[config.mk]
export PLATFORM = sky130hd
export DESIGN_NAME = sym_serializer
export DESIGN_NICKNAME = d
export VERILOG_FILES = /design/src/rtl/sym_serializer.sv
export SDC_FILE = /design/constraint.sdc
export NUM_CORES = 1
export LEC_CHECK = 0
export ABC_AREA = 1
export CAP_MARGIN = 20
export CORE_MARGIN = 2
export CORE_UTILIZATION = 49
export DETAILED_ROUTE_END_ITERATION = 16
export MAX_ROUTING_LAYER = met4
export PLACE_DENSITY = 0.75
export SLEW_MARGIN = 10
export SYNTH_ARGS = -nofsm -noshare
export SYNTH_HDL_FRONTEND = slang
export SYNTH_SLANG_ARGS = --single-unit
[constraint.sdc]
create_clock -name CLK -period 1.2 [get_ports CLK]
set_input_delay 0.12 -clock CLK [delete_from_list [all_inputs] [get_ports CLK]]
set_output_delay 0.12 -clock CLK [all_outputs]
set_load 0.03 [all_outputs]
[src/rtl/sym_serializer.sv]
// -----------------------------------------------------------------------------
// sym_serializer
//
// Pops WIDTH-bit words from an upstream synchronous FIFO and emits each word
// as WIDTH/SYM_BITS symbols of SYM_BITS bits, most-significant symbol first,
// using a valid/ready handshake towards the modulator.
//
// Ports
//   CLK         in   1         clock, all state changes on rising edge
//   RST         in   1         synchronous active-high reset
//   fifo_empty  in   1         upstream FIFO empty flag
//   fifo_rEN    out  1         one-cycle FIFO read pulse
//   fifo_dOut   in   WIDTH     FIFO read data, valid the cycle after fifo_rEN
//   sym_out     out  SYM_BITS  current symbol
//   sym_valid   out  1         sym_out holds a valid symbol
//   sym_ready   in   1         modulator accepts the symbol this cycle
//   busy        out  1         FSM is not idle
//   starve_cnt  out  16        (only with SYM_SERIALIZER_STARVE_CNT_EN) number of
//                              words that finished with the FIFO empty, saturating
//
// Build option
//   SYM_SERIALIZER_STARVE_CNT_EN : when defined, adds the starve_cnt output.
// -----------------------------------------------------------------------------
module sym_serializer #(
  parameter int WIDTH    = 16,
  parameter int SYM_BITS = 2
) (
  input  logic                CLK,
  input  logic                RST,
  input  logic                fifo_empty,
  output logic                fifo_rEN,
  input  logic [WIDTH-1:0]    fifo_dOut,
  output logic [SYM_BITS-1:0] sym_out,
  output logic                sym_valid,
  input  logic                sym_ready,
  output logic                busy
`ifdef SYM_SERIALIZER_STARVE_CNT_EN
  ,
  output logic [15:0]         starve_cnt
`endif
);

  localparam int NSYM  = WIDTH / SYM_BITS;
  localparam int CNT_W = (NSYM > 1) ? $clog2(NSYM) : 1;
  localparam logic [CNT_W-1:0] CNT_LOAD = CNT_W'(NSYM - 1);

  typedef enum logic [1:0] {
    IDLE  = 2'd0,
    REQ   = 2'd1,
    WAIT  = 2'd2,
    SHIFT = 2'd3
  } state_e;

  state_e             state_q;
  state_e             state_d;
  logic [WIDTH-1:0]   shreg_q;
  logic [CNT_W-1:0]   cnt_q;
  logic               rd_en_q;
  logic               valid_q;
  logic               busy_q;
  logic               xfer_s;
  logic               last_s;

  // Handshake decode and next-state logic; fifo_empty is only looked at in
  // IDLE and on the last-symbol transfer so a mid-word empty has no effect.
  always_comb begin
    xfer_s  = (state_q == SHIFT) && sym_ready;
    last_s  = xfer_s && (cnt_q == {CNT_W{1'b0}});
    state_d = state_q;
    case (state_q)
      IDLE: begin
        if (!fifo_empty) state_d = REQ;
        else             state_d = IDLE;
      end
      REQ:  state_d = WAIT;
      WAIT: state_d = SHIFT;
      SHIFT: begin
        if (last_s) state_d = fifo_empty ? IDLE : REQ;
        else        state_d = SHIFT;
      end
      default: state_d = IDLE;
    endcase
  end

  // FSM state, datapath and registered outputs. Outputs are decoded from the
  // next state so they change together with the state register.
  always_ff @(posedge CLK) begin
    if (RST) begin
      state_q <= IDLE;
      shreg_q <= {WIDTH{1'b0}};
      cnt_q   <= {CNT_W{1'b0}};
      rd_en_q <= 1'b0;
      valid_q <= 1'b0;
      busy_q  <= 1'b0;
    end else begin
      state_q <= state_d;
      rd_en_q <= (state_d == REQ);
      valid_q <= (state_d == SHIFT);
      busy_q  <= (state_d != IDLE);
      if (state_q == WAIT) begin
        // FIFO data requested in REQ is valid now.
        shreg_q <= fifo_dOut;
        cnt_q   <= CNT_LOAD;
      end else if (xfer_s) begin
        shreg_q <= shreg_q << SYM_BITS;
        // Counter stops at zero; the next word reloads it in WAIT.
        if (!last_s) cnt_q <= cnt_q - CNT_W'(1);
        else         cnt_q <= cnt_q;
      end else begin
        shreg_q <= shreg_q;
        cnt_q   <= cnt_q;
      end
    end
  end

  assign fifo_rEN  = rd_en_q;
  assign sym_valid = valid_q;
  assign busy      = busy_q;
  assign sym_out   = shreg_q[WIDTH-1 -: SYM_BITS];

`ifdef SYM_SERIALIZER_STARVE_CNT_EN
  logic [15:0] starve_q;

  // Count words whose last symbol left while the FIFO had nothing more.
  always_ff @(posedge CLK) begin
    if (RST) begin
      starve_q <= 16'h0000;
    end else if (last_s && fifo_empty && (starve_q != 16'hFFFF)) begin
      starve_q <= starve_q + 16'h0001;
    end else begin
      starve_q <= starve_q;
    end
  end

  assign starve_cnt = starve_q;
`endif

endmodule

Word level (Yosys, flattened, before mapping)

Index checks and enable logic that the tools add are counted.

ROM bits: 0
Memories kept: 0
Bits in latches: 0
Bits in writable memories: 0
Logic and storage cells: 28
Bits of input ports: 20
Bits in registers: 24

Muxes and demuxes: 8
Bitwise logic cells: 0
Div/mod/pow operators: 0
$lt $le $gt $ge: 0
Equality and inequality tests: 6
Reductions and logical operators: 7
$add $sub $neg: 1
Shift-type cells: 0
Multipliers: 0

Operators with widths:

| cell                                                                | number |
|---|---|
| 16-bit two-way mux                                                  | 2 |
| 3-bit two-way mux                                                   | 3 |
| 2-bit one-hot mux with 4 select lines                               | 1 |
| 2-bit == test (second input constant)                               | 3 |
| 2-bit by 1-bit == test with 1-bit output (second input constant)    | 2 |
| 2-bit nonzero test                                                  | 2 |
| 3-bit logical NOT                                                   | 1 |
| 3-bit by 1-bit subtractor with 3-bit output (second input constant) | 1 |
| 1-bit logical AND                                                   | 2 |
| 2-bit logical NOT                                                   | 1 |
| 2-bit two-way mux                                                   | 1 |
| 2-bit by 1-bit != test with 1-bit output (second input constant)    | 1 |
| 2-bit AND reduction                                                 | 1 |
| 1-bit two-way mux                                                   | 1 |

Logic depth before layout (Yosys ltp)

Gate-level depths: netlist of run 1.

Word-level depth: 6
Mapped depth: 9
Mapped depth without buffers: 9

Worst setup path before layout of run 1

No wires, ideal clock.

Kind: flip-flop to flip-flop
Start point: register cnt_q[0]
End point: register rd_en_q (netlist: fifo_rEN)
Data arrival time: 0.967 ns
Path slack: 0.104 ns
Cell stages (with the launch flop): 9
Clock period less this slack: 1.096 ns
Cells stage by stage: dfxtp_1 inv_1 ha_1 nand2_1 inv_1 nand2_1 nand2_1 nand3_1 nor2_1

Longest elaborated chain between the ends: 5

RTL lines:

| what                                     | line | RTL |
|---|---|---|
| start: declaration                       | 57   | `logic [CNT_W-1:0] cnt_q;` |
| start signal: assignment                 | 91   | `cnt_q <= {CNT_W{1'b0}};` |
| start signal: assignment                 | 107  | `if (!last_s) cnt_q <= cnt_q - CNT_W'(1);` |
| start signal: assignment                 | 108  | `else cnt_q <= cnt_q;` |
| 3-bit logical NOT                        | 68   | `last_s = xfer_s && (cnt_q == {CNT_W{1'b0}});` |
| 1-bit logical AND                        | 68   |  |
| 2-bit two-way mux                        | 78   | `if (last_s) state_d = fifo_empty ? IDLE : REQ;` |
| 2-bit one-hot mux with 4 select lines    | 70   | `case (state_q)` |
| 2-bit by 1-bit == test with 1-bit output | 97   | `rd_en_q <= (state_d == REQ);` |
| end signal: assignment                   | 97   |  |
| end: declaration                         | 58   | `logic rd_en_q;` |

No other way between the ends.
A chain may end at the register's enable or synchronous reset.

Final worst setup path of run 1

Start point: register busy_q (netlist: busy)
End point: output busy

RTL lines:

| what                     | line | RTL |
|---|---|---|
| start: declaration       | 60   | `logic busy_q;` |
| start signal: assignment | 99   | `busy_q <= (state_d != IDLE);` |
| end: declaration         | 36   | `output logic busy` |

No word-level cell between the ends.

==> summary.md, run 1 <==
| Metric | Value |
|---|---|
| Outcome | finished, final reports clean |
| Grt ovf | 0 |
| Net Count, Synth | 183 |
| Fmax | around 870 MHz |
| FP Rows | 17 |
| Clk sinks | 24 |
| Final min period | 1.15 ns |
| Flop-to-flop setup slack | 0.07 ns |
| Vias | 1,055 |
| Die Wd | between 50 and 60 µm |
| Final core utilization | 70.4% |
| PortBufs | 24 |
| CTS Buf Count | 3 |
| Non-Filler Instances | 219 |
| Pre-CTS setup slack | -0.0971 ns |
| Period utilisation layout | a little over nine tenths |
| Drt total wl | 2.41 mm |
| Slew of the pin with the lowest slew margin | 0.315 ns |
| Routed Antenna Nets | 0 |
| Adder-Cell Fraction of Synth Area | 2.20% |
| Power per Cell Area | 1270 nW/µm² |
| Top delay family on crit path | buffers and inverters |
| Clk_lat worst skew | around 0.32 ns |
| Final Hold Viols | 0 |
| XOR/XNOR share of the synthesized area | 0% |
| Max incr delay on CP | 0.39 ns |
| Data arrival, critical path | 1.03 ns |
| Final Skew | 0.00865 ns |
| Crit path capture type | output pin |
| Maxcap violations | 0 |
| Distinct cells, synth | 19 |
| Hold WC Path Type | primary input to flip-flop |
| Largest net degree at the start of global routing | 21 |
| Vias in the first global route | 905 |
| Yosys Warn Count | 0 |
| Post-synthesis mux area share | 0% |
| Hold path endpoint | shreg_q[0] |
| CP Buf/Inv Count | 1 |
| Largest family of logic cells by synthesized area | simple AND/OR/NAND/NOR gates |
| WL per Instance | roughly 11 µm |
| Setup TNS | 0 ns |
| Setup-failing EPs final | 0 |
| Setup slack after layout | about 0.052 ns |
| Core Box Area | 2210 µm² |
| Post-synthesis cell count | 161 |
| Yosys reg bits | 24 |
| CTS Buffer Depth | 2 |
| Critical Path Fanout Max | 1 |
| Initial antenna violation count | 0 |
| Worst-path clk slew | roughly 0.14 ns |
| Worst VDD drop | around 0.0012 V |
| Synth Area in Simple Gates | 34.7% |
| Drt drc | 0 |
| Cell at the slowest stage of the critical path | dlygate4sd2_1 |
| Syn-to-layout area delta | 37.0% |
| Share of cells above drive strength 1 | 25.1% |
| Min-delay src | fifo_dOut[0] |
| N_diodes | 0 |
| Worst setup SP type | flip-flop |
| DPL Wire Length | 1.61 mm |
| Sequential area share after synthesis | 42.2% |
| Post-Place Cells | 213 |
| Mapped cell area | 1140 µm² |
| RD Place Congestion | about 0.76 |
| GRT Util Overall | a little under a fifth |
| Effective utilization at floorplan | ~51% |
| Critical Path, Cell by Cell | dlygate4sd2_1 |
| H-Tree Depth | 1 |
| LEAKAGE | 0.656 nW |
| Die area | 2720 µm² |
| Critical path type | flip-flop to output pin |
| Die Span Y | approximately 52 µm |
| Worst R2R Start | cnt_q[0] |
| Post-synthesis compound-gate area fraction | 11.3% |
| Nets@finish | 214 |
| IO Count | 25 |
| Via density | 4.82 |
| Worst path required time | approximately 1.1 ns |
| Pins Over Slew Limit | 0 |
| Syn_area_per_cell | 7.06 µm² |
| WHS Path Cells | 3 |
| CTS tree | built |
| Reg2Reg Depth | 8 |
| First-pass GRT wire length | 3.78 mm |
| FF-to-FF End | cnt_q[2] |
| CTS Root Cell | clkbuf_4 |
| DRT iter0 DRCs | 12 |
| PnR Total Power | 1.98 mW |
| DRT Pass-1 Iters | 4 |
| Slew margin rel. | ~79% |
==> area by class of cell <==
| cell class | count | area, µm² |
|---|---|---|
| clock buffer | 3 | 22.5 |
| clock inverter | 1 | 30.0 |
| fill | 179 | 654 |
| inverter | 11 | 41.3 |
| multi-input combinational | 118 | 612 |
| sequential | 24 | 489 |
| tap | 28 | 35.0 |
| timing repair buffer | 34 | 328 |
==> synthesized netlist by cell type (all sizes together) <==
library cell,n,area share (%)
inv,11,3.6
ha,2,2.2
clkbuf,2,0.66
nand3,11,4.8
nor2,13,5.2
o21ai,7,3.1
nand2,69,24
a21oi,13,7.7
a31oi,1,0.55
buf,7,5.3
dfxtp,24,42
nand4,1,0.55
==> through the flow <==
step / instance area (µm²) / hold slack, ns
finish: 1560 / 0.348
global route: 1560 / 0.328
detailed placement: 1440 / 0.460
global placement: 1440 / 0.460
CTS: 1490 / 0.347
floorplan: 1140 / 0.235
==> per-layer routing <==
layer	up-vias	share of wire [%]	track usage, %
met5	-	0	-
met4	0	1.2	5.98
met3	4	4.1	4.00
met2	22	50	30.2
met1	461	45	24.0
li1	568	-	-
==> report_power, final <==
part | switching (mW) | internal [mW] | total (mW)
combinational | 0.268 | 0.223 | 0.491
sequential | 0.0388 | 0.859 | 0.898
clock | 0.249 | 0.338 | 0.587
==> worst max path at each step <==
stage / start / endpoint / slack (ns) / cells after the start
floorplan: cnt_q[0] / fifo_rEN / 0.10 / 8
global placement: sym_ready / shreg_q[15] / -0.06 / 6
detailed placement: sym_ready / shreg_q[15] / -0.1 / 6
CTS: shreg_q[15] / sym_out[1] / 0.003 / 1
global route: state_q[0] / shreg_q[10] / -0.02 / 7
finish: busy / busy / 0.05 / 1
==> worst reg2reg max path: stages (launching register included) <==
cell	delay, ns
dfxtp_2	0.35
inv_1	0.05
buf_4	0.13
ha_2	0.18
inv_2	0.04
nand2_1	0.05
nand3_2	0.08
nand3_2	0.08
a21oi_2	0.11
==> placed cells by master (no fill, tap or decap) <==
| master | netlist | routed |
|---|---|---|
| nand2_1 | 67 | 62 |
| dfxtp_1 | 24 | 21 |
| clkdlybuf4s50_1 | 0 | 19 |
| nor2_1 | 11 | 11 |
| nand3_1 | 11 | 8 |
| buf_4 | 5 | 8 |
| a21oi_2 | 6 | 7 |
| inv_2 | 3 | 6 |
| a21oi_1 | 7 | 6 |
| inv_1 | 8 | 5 |
| nand2_4 | 2 | 5 |
| o21ai_1 | 5 | 5 |
| nand3_2 | 0 | 3 |
| nand2_2 | 0 | 3 |
| clkbuf_4 | 0 | 3 |
| o21ai_0 | 2 | 2 |
| ha_2 | 0 | 2 |
| dlygate4sd2_1 | 0 | 2 |
| clkbuf_2 | 0 | 2 |
| buf_12 | 0 | 2 |
| dfxtp_4 | 0 | 2 |
| nor2_4 | 1 | 1 |
| nor2_2 | 1 | 1 |
| a31oi_2 | 0 | 1 |
| nand4_1 | 1 | 1 |
| bufinv_16 | 0 | 1 |
| dfxtp_2 | 0 | 1 |
| clkdlybuf4s15_1 | 0 | 1 |
==> registers in the layout (all words and copies together) (netlist names) <==
| signal | count |
|---|---|
| cnt_q | 3 |
| state_q | 2 |
| sym_valid | 1 |
| busy | 1 |
| fifo_rEN | 1 |
| shreg_q | 16 |
==> cell families (layout without fill, tap and decap cells) <==
| group | after synthesis | after routing |
|---|---|---|
| adders and majority gates | 2 | 2 |
| AOI/OAI and AO/OA | 21 | 21 |
| DFF | 24 | 24 |
| and+or+nand+nor | 94 | 95 |
| buffers and inverters | 20 | 49 |
==> repair_timing <==
action                                  in CTS  in global routing
setup buffers                                0                  1
hold buffers                                 0                  0
pin swaps                                    0                  7
cloned                                       0                  1
resized for setup                            6                 27
endpoints found under the setup margin       8                 27
Note: power is estimated with default switching activity, not from simulation.
==> run 2, diff against run 1 <==
--- a/config.mk
+++ b/config.mk
@@ -7,3 +7,2 @@
 export LEC_CHECK = 0
-export ABC_AREA = 1
 export CAP_MARGIN = 20
@@ -13,3 +12,3 @@
 export MAX_ROUTING_LAYER = met4
-export PLACE_DENSITY = 0.75
+export PLACE_DENSITY = 0.74
 export SLEW_MARGIN = 10
--- a/constraint.sdc
+++ b/constraint.sdc
@@ -3,2 +3,2 @@
 set_output_delay 0.12 -clock CLK [all_outputs]
-set_load 0.03 [all_outputs]
+set_load 0.005 [all_outputs]
==> summary.md, run 2 <==
| Metric | Value |
|---|---|
| Nets@finish | 183 (-14%) |
| Slew margin rel. | 80.6% (+1.6 points) |
| Worst setup SP type | flip-flop |
| Data arrival, critical path | 1.48 ns (+0.45 ns) |
| Post-synth EDFFs | 0 (unchanged) |
| Metal-1 WL | 1.09 mm (+0.56%) |
| Routed met3 length | 89 µm (-10%) |
| Period utilisation layout | 107% (+11 points) |
| Pint | 1.37 mW (-3.4%) |
| Die Span Y | 53.4 µm (+2.3%) |
| Fin area | 1640 µm² (+5.3%) |
| Distinct cells, synth | 31 (+12) |
| Met2 WL | 1.32 mm (+9.8%) |
| Biggest regs | shreg_q: 16 flops, cnt_q: 3 flops, state_q: 2 flops |
| Clk_lat worst skew | 0.31 ns (about the same) |
| Count leader, synth | nor2_1 |
| CTS tree | built |
| Clk sinks | 24 (unchanged) |
| Worst hold margin | 0.347 ns (-0.000504 ns) |
| Worst path required time | 1.40 ns (+0.32 ns) |
| DRT Pass-1 Iters | 2 (-2) |
| Crit path capture type | flip-flop |
| Hold Buf Count CTS | 0 (unchanged) |
| Vias | 1,015 (-3.8%) |
| Drt drc | 0 (unchanged) |
| DRT iter0 DRCs | 5 (-7) |
| Hold WC Path Type | primary input to flip-flop |
| IO Count | 25 (unchanged) |
| Dpl cell area | 1490 µm² (+3.7%) |
| Net Count, Synth | 149 (-19%) |
| DPL Wire Length | 1.72 mm (+7.2%) |
| Final min period | 1.28 ns (+0.131 ns) |
| WL per Instance | 13.5 µm (+22%) |
| Sequential share of power | 49.3% (+3.8 points) |
| Yosys reg bits | 24 (unchanged) |
| Drt total wl | 2.53 mm (+4.8%) |
| Sw Pwr | 522 µW (-6.2%) |
| GRT Util Overall | 20.4% (+1.6 points) |
| Slew of the pin with the lowest slew margin | 0.288 ns (-0.0266 ns) |
| Number of flip-flops in the largest register | 16 (unchanged) |
| CTS Buffer Depth | 2 (unchanged) |
| Effective utilization at floorplan | 53.0% (+1.6 points) |
| Failing checks | negative setup slack |
| First-pass GRT wire length | 4.13 mm (+9.1%) |
| Highest routed layer | met4 |
| Syn_area_per_cell | 9.41 µm² (+33%) |
| Setup-failing EPs final | 5 (+5) |
| Final Hold Viols | 0 (unchanged) |
| Die area | 2850 µm² (+4.7%) |
| Routed Antenna Nets | 0 (unchanged) |
| Largest net degree at the start of global routing | 25 (+19%) |
| Flop-to-flop setup slack | -0.08 ns (-0.15 ns) |
| Cell taking the most area after synthesis | dfxtp_1 |
| Die Wd | 53.4 µm (+2.3%) |
| Yosys Warn Count | 0 (unchanged) |
| Grt ovf | 0 (unchanged) |
| Logic pwr share | 28.4% (+3.6 points) |
| RD Place Congestion | 0.821 (+8.4%) |
| Syn-to-layout area delta | 37.3% |
| Synth async-reset ratio | 0% (unchanged) |
| Most common cell after layout, fill and taps aside | nor2_1 |
| Sequential area share after synthesis | 40.2% (-2.0 points) |
| N_diodes | 0 (unchanged) |
| FP Rows | 17 (unchanged) |
| Post-synth top cells | 30 x nor2_1, 24 x dfxtp_1, 9 x nor3_2, 9 x nor4_2, 6 x nor3_1 |
| Largest reg by FF count | shreg_q |
| Maxcap violations | 0 (unchanged) |
| Pins Over Slew Limit | 0 (unchanged) |
| Post-synthesis cell count | 127 (-21%) |
| Worst-path clk slew | 0.13 ns (about the same) |
| Most frequent cells in the layout | 30 x nor2_1, 19 x clkdlybuf4s50_1, 17 x dfxtp_1 |
| Area share of the leading cell type in the synthesized netlist | 40.2% (-2.0 points) |
| H-Tree Depth | 1 (unchanged) |
| CTS Root Cell | clkbuf_4 |
| Core Box Area | 2250 µm² (+1.9%) |
| Power per Cell Area | 1150 nW/µm² (-9.0%) |
| Clk network pwr share | 22.3% (-7.4 points) |
| Initial antenna violation count | 0 (unchanged) |
| Vias in the first global route | 954 (+5.4%) |
| Fmax | 782 MHz (-10%) |
| Mapped cell area | 1190 µm² (+5.1%) |
| PortBufs | 24 (unchanged) |
| Via density | 5.40 (+12%) |
| Outcome | complete, but fails checks |
| Critical Path Fanout Max | 6 (+5) |
| Top_reg_cell synth | dfxtp_1 |
| Setup slack after layout | -0.0785 ns (-0.131 ns) |
| Share of cells above drive strength 1 | 38.1% (+13 points) |
| Synth top area cells | dfxtp_1 40%, nor2_1 9.4%, nor4_2 9.4% |
| Worst VDD drop | 0.000744 V (-37%) |
| Final Skew | 0.00285 ns (-0.00580 ns) |
| LEAKAGE | 0.637 nW (-2.9%) |
| RSZ-0062 raised after global routing | true |
| CTS Buf Count | 3 (unchanged) |
| Switch share | 27.6% (-0.58 points) |
| Critical path type | flip-flop to flip-flop |
==> run 2: cell types whose count changed in the layout (fill, tap and decap cells not counted), moves of 5 or more <==
cell	before	now
buf_4	8	15
nand2_1	62	4
nand3_1	8	2
nor4_1	0	5
nand2_4	5	0
nor3_1	0	6
o21ai_1	5	0
nor2_1	11	30
nor3_2	0	9
nor4_2	0	9
a21oi_2	7	0
==> run 2: path summary, 6_finish.rpt <==
kind                      from  cells after the start    endpoint
setup reg to reg      cnt_q[1]                      6    cnt_q[1]
setup / recovery      cnt_q[1]                      6    cnt_q[1]
hold reg to reg     shreg_q[0]                      2  shreg_q[0]
hold / removal    fifo_dOut[0]                      3  shreg_q[0]
==> run 2: stage by stage <==
stage / cells / power (mW) / setup TNS (ns) / setup slack, ns / utilization (%)
floorplan: 127 / 1.24 / 0 / 0.0104 / -
global placement: 178 / 1.39 / -3.36 / -0.215 / 66.1
detailed placement: 178 / 1.40 / -4.36 / -0.271 / 66.1
CTS: 183 / 1.85 / -0.0887 / -0.0887 / 69.0
global route: 188 / 1.99 / -1.04 / -0.225 / 72.8
finish: 188 / 1.89 / -0.259 / -0.0785 / 72.8
==> run 2: repair_timing <==
| action | in CTS | in global routing |
|---|---|---|
| pin swaps | 2 | 6 |
| resized for setup | 14 | 11 |
| endpoints found under the setup margin | 24 | 19 |
| buffers inserted | 1 | 5 |
| cloned | 0 | 0 |
==> run 2: worst max-delay path, stage by stage, from the launching register on <==
cell and delay (ns):
dfxtp_2 0.35, inv_2 0.07, buf_4 0.12, ha_4 0.13, nand2b_4 0.08, a311oi_1 0.33
a311oi_2 0.08
==> run 2: cells by family after synthesis <==
family / share of synthesized area, %
simple gates: 39.5
fa+ha+maj: 2.09
flops: 40.2
buf+inv: 10.8
compound gates: 7.43
==> run 2: layout make-up <==
cell class                      count  area (µm²)
Multi-Input combinational cell     87         657
Fill cell                         184         614
Sequential cell                    24         494
Timing Repair Buffer               42         407
Clock buffer                        4        36.3
Tap cell                           28        35.0
Inverter                            3        11.3
==> run 2: power groups by stage <==
stage / registers (mW) / clock network [mW] / logic, mW
6_report: 0.933 / 0.423 / 0.538
5_1_grt: 0.941 / 0.460 / 0.591
3_3_place_gp: 0.942 / 0 / 0.444
2_1_floorplan: 0.930 / 0 / 0.307
3_5_place_dp: 0.946 / 0 / 0.459
4_1_cts: 0.932 / 0.440 / 0.475
==> run 2: metal layers <==
metal | GRT usage (%) | vias to the layer above
met2 | 35.0 | 14
met1 | 23.3 | 485
li1 | - | 512
met5 | - | -
met4 | 8.97 | 0
met3 | 3.39 | 4
==> run 3, diff against run 2 <==
SKIP_LAST_GASP = 1   (was not set)
==> summary.md, run 3 (synthesis gave the netlist of run 2 again) <==
| Metric | Value |
|---|---|
| PortBufs | 24 (unchanged) |
| Maxcap violations | 0 (unchanged) |
| Worst setup SP type | flip-flop |
| Max incr delay on CP | 0.35 ns (about the same) |
| FP Rows | 17 (unchanged) |
| WHS Path Cells | 3 (unchanged) |
| CTS Buffer Depth | 2 (unchanged) |
| H-Tree Depth | 1 (unchanged) |
| Power per Cell Area | 1150 nW/µm² (-0.30%) |
| Final Hold Viols | 0 (unchanged) |
| RSZ-0062 raised after global routing | true |
| CTS tree | built |
| DRT iter0 DRCs | 3 (-2) |
| Area of the multi-input gates | 657 µm² (unchanged) |
| Worst R2R Start | cnt_q[1] |
| Setup slack after layout | -0.0783 ns (+0.000223 ns) |
| Period utilisation layout | 107% (about the same) |
| Pins Over Slew Limit | 0 (unchanged) |
| Min-delay src | fifo_dOut[0] |
| Vias | 1,017 (+0.20%) |
| Nets@finish | 184 (+0.55%) |
| Critical Path, Cell by Cell | inv_2, buf_4, ha_4, nand2b_4, a311oi_1, a311oi_2 |
| Slew margin rel. | 80.6% (unchanged) |
| PnR Total Power | 1.90 mW (+0.38%) |
| Grt ovf | 0 (unchanged) |
| Pre-CTS setup slack | -0.271 ns (unchanged) |
| Most frequent cells in the layout | 30 x nor2_1, 19 x clkdlybuf4s50_1, 17 x dfxtp_1 |
| Outcome | complete, but fails checks |
| RD Place Congestion | 0.821 (unchanged) |
| Die Span Y | 53.4 µm (unchanged) |
| Worst path required time | 1.40 ns (about the same) |
| Drt drc | 0 (unchanged) |
| Top delay family on crit path | compound AO/OA/AOI/OAI gates |
| Hold path endpoint | shreg_q[0] |
| DPL Wire Length | 1.72 mm (unchanged) |
| FF-to-FF End | cnt_q[1] |
| Final Skew | 0.00289 ns (+0.0000337 ns) |
| Initial antenna violation count | 0 (unchanged) |
| CTS Buf Count | 3 (unchanged) |
| CTS Root Cell | clkbuf_4 |
| Syn-to-layout area delta | 38.2% |
| Fmax | 782 MHz (about the same) |
| Core Box Area | 2250 µm² (unchanged) |
| Effective utilization at floorplan | 53.0% (unchanged) |
| Vias in the first global route | 954 (unchanged) |
| Hold WC Path Type | primary input to flip-flop |
| Drt total wl | 2.55 mm (+0.63%) |
| Routed Antenna Nets | 0 (unchanged) |
| Register Area | 494 µm² (unchanged) |
| Biggest regs | shreg_q: 16 flops, cnt_q: 3 flops, state_q: 2 flops |
| Reg2Reg Depth | 6 (unchanged) |
| Data arrival, critical path | 1.48 ns (about the same) |
| Clk sinks | 24 (unchanged) |
| LEAKAGE | 0.654 nW (+2.8%) |
| Worst VDD drop | 0.000750 V (+0.84%) |
| Failing checks | negative setup slack |
| Slew of the pin with the lowest slew margin | 0.288 ns (-0.00000107 ns) |
| Most common cell after layout, fill and taps aside | nor2_1 |
| Via density | 5.38 (-0.33%) |
| GRT Util Overall | 20.4% (unchanged) |
| Die area | 2850 µm² (unchanged) |
| Clk_lat worst skew | 0.31 ns (about the same) |
| N_diodes | 0 (unchanged) |
| Number of flip-flops in the largest register | 16 (unchanged) |
| Die Wd | 53.4 µm (unchanged) |
| Final min period | 1.28 ns (-0.000223 ns) |
| Share of cells above drive strength 1 | 38.5% (+0.38 points) |
| Critical path type | flip-flop to flip-flop |
| Largest reg by FF count | shreg_q |
| Setup-failing EPs final | 5 (unchanged) |
| Crit path capture type | flip-flop |
| IO Count | 25 (unchanged) |
| Flop-to-flop setup slack | -0.08 ns (about the same) |
| DRT Pass-1 Iters | 2 (unchanged) |
| Worst-path clk slew | 0.13 ns (about the same) |
| Critical Path Fanout Max | 6 (unchanged) |
| First-pass GRT wire length | 4.13 mm (unchanged) |
| Cell at the slowest stage of the critical path | dfxtp_2 |
| Largest net degree at the start of global routing | 25 (unchanged) |
| Fill count | 182 (-1.1%) |
| CP Buf/Inv Count | 2 (unchanged) |
| WL per Instance | 13.5 µm (about the same) |
run 3: what timing repair did:
item                       4_1_cts  5_1_grt
setup buffers                    1        6
hold endpoints to repair         0        0
pin swaps                        2        5
hold buffers                     0        0
resized for setup               13       12
setup endpoints to repair       24       20
run 3: how the worst max path moves through the flow:
stage / start / end / slack, ns / cells after the start
after global routing: cnt_q[1] / cnt_q[2] / -0.24 / 5
after detailed placement: sym_ready / shreg_q[9] / -0.27 / 5
final: cnt_q[1] / cnt_q[1] / -0.08 / 6
after global placement: sym_ready / shreg_q[11] / -0.21 / 5
after CTS: shreg_q[14] / sym_out[0] / -0.1 / 1
after floorplan: cnt_q[0] / cnt_q[0] / 0.01 / 5
run 3: report_power, final:
part	internal, mW	switching (mW)
clock network	0.185	0.238
logic	0.314	0.231
registers	0.878	0.0542
run 3: area by class of cell:
| type | count | share of cell area [%] |
|---|---|---|
| multi-input cells | 87 | 39.8 |
| inverters | 3 | 0.682 |
| repair buffers | 43 | 25.3 |
| well taps | 28 | 2.12 |
| flip-flops and latches | 24 | 29.9 |
| clock buffers | 4 | 2.20 |
run 3: through the flow:
stage	area (µm²)	hold slack, ns	util (%)	instances	TNS [ns]
floorplan	1210	0.196	-	127	0
global placement	1490	0.457	66.1	178	-3.36
detailed placement	1490	0.462	66.1	178	-4.36
CTS	1560	0.339	69.0	183	-0.184
global route	1650	0.373	73.3	189	-1.05
finish	1650	0.347	73.3	189	-0.277
run 3: worst min-delay path, cell delays in order:
cell and delay (ns):
clkdlybuf4s50_1 0.40, nand2_1 0.06, a21oi_1 0.05
run 3: routing by layer:
metal | wire length [µm] | global-route usage [%]
met1 | 1100 | 23.3
met2 | 1330 | 35.0
met3 | 85 | 3.39
met4 | 32 | 8.97
met5 | 0 | -
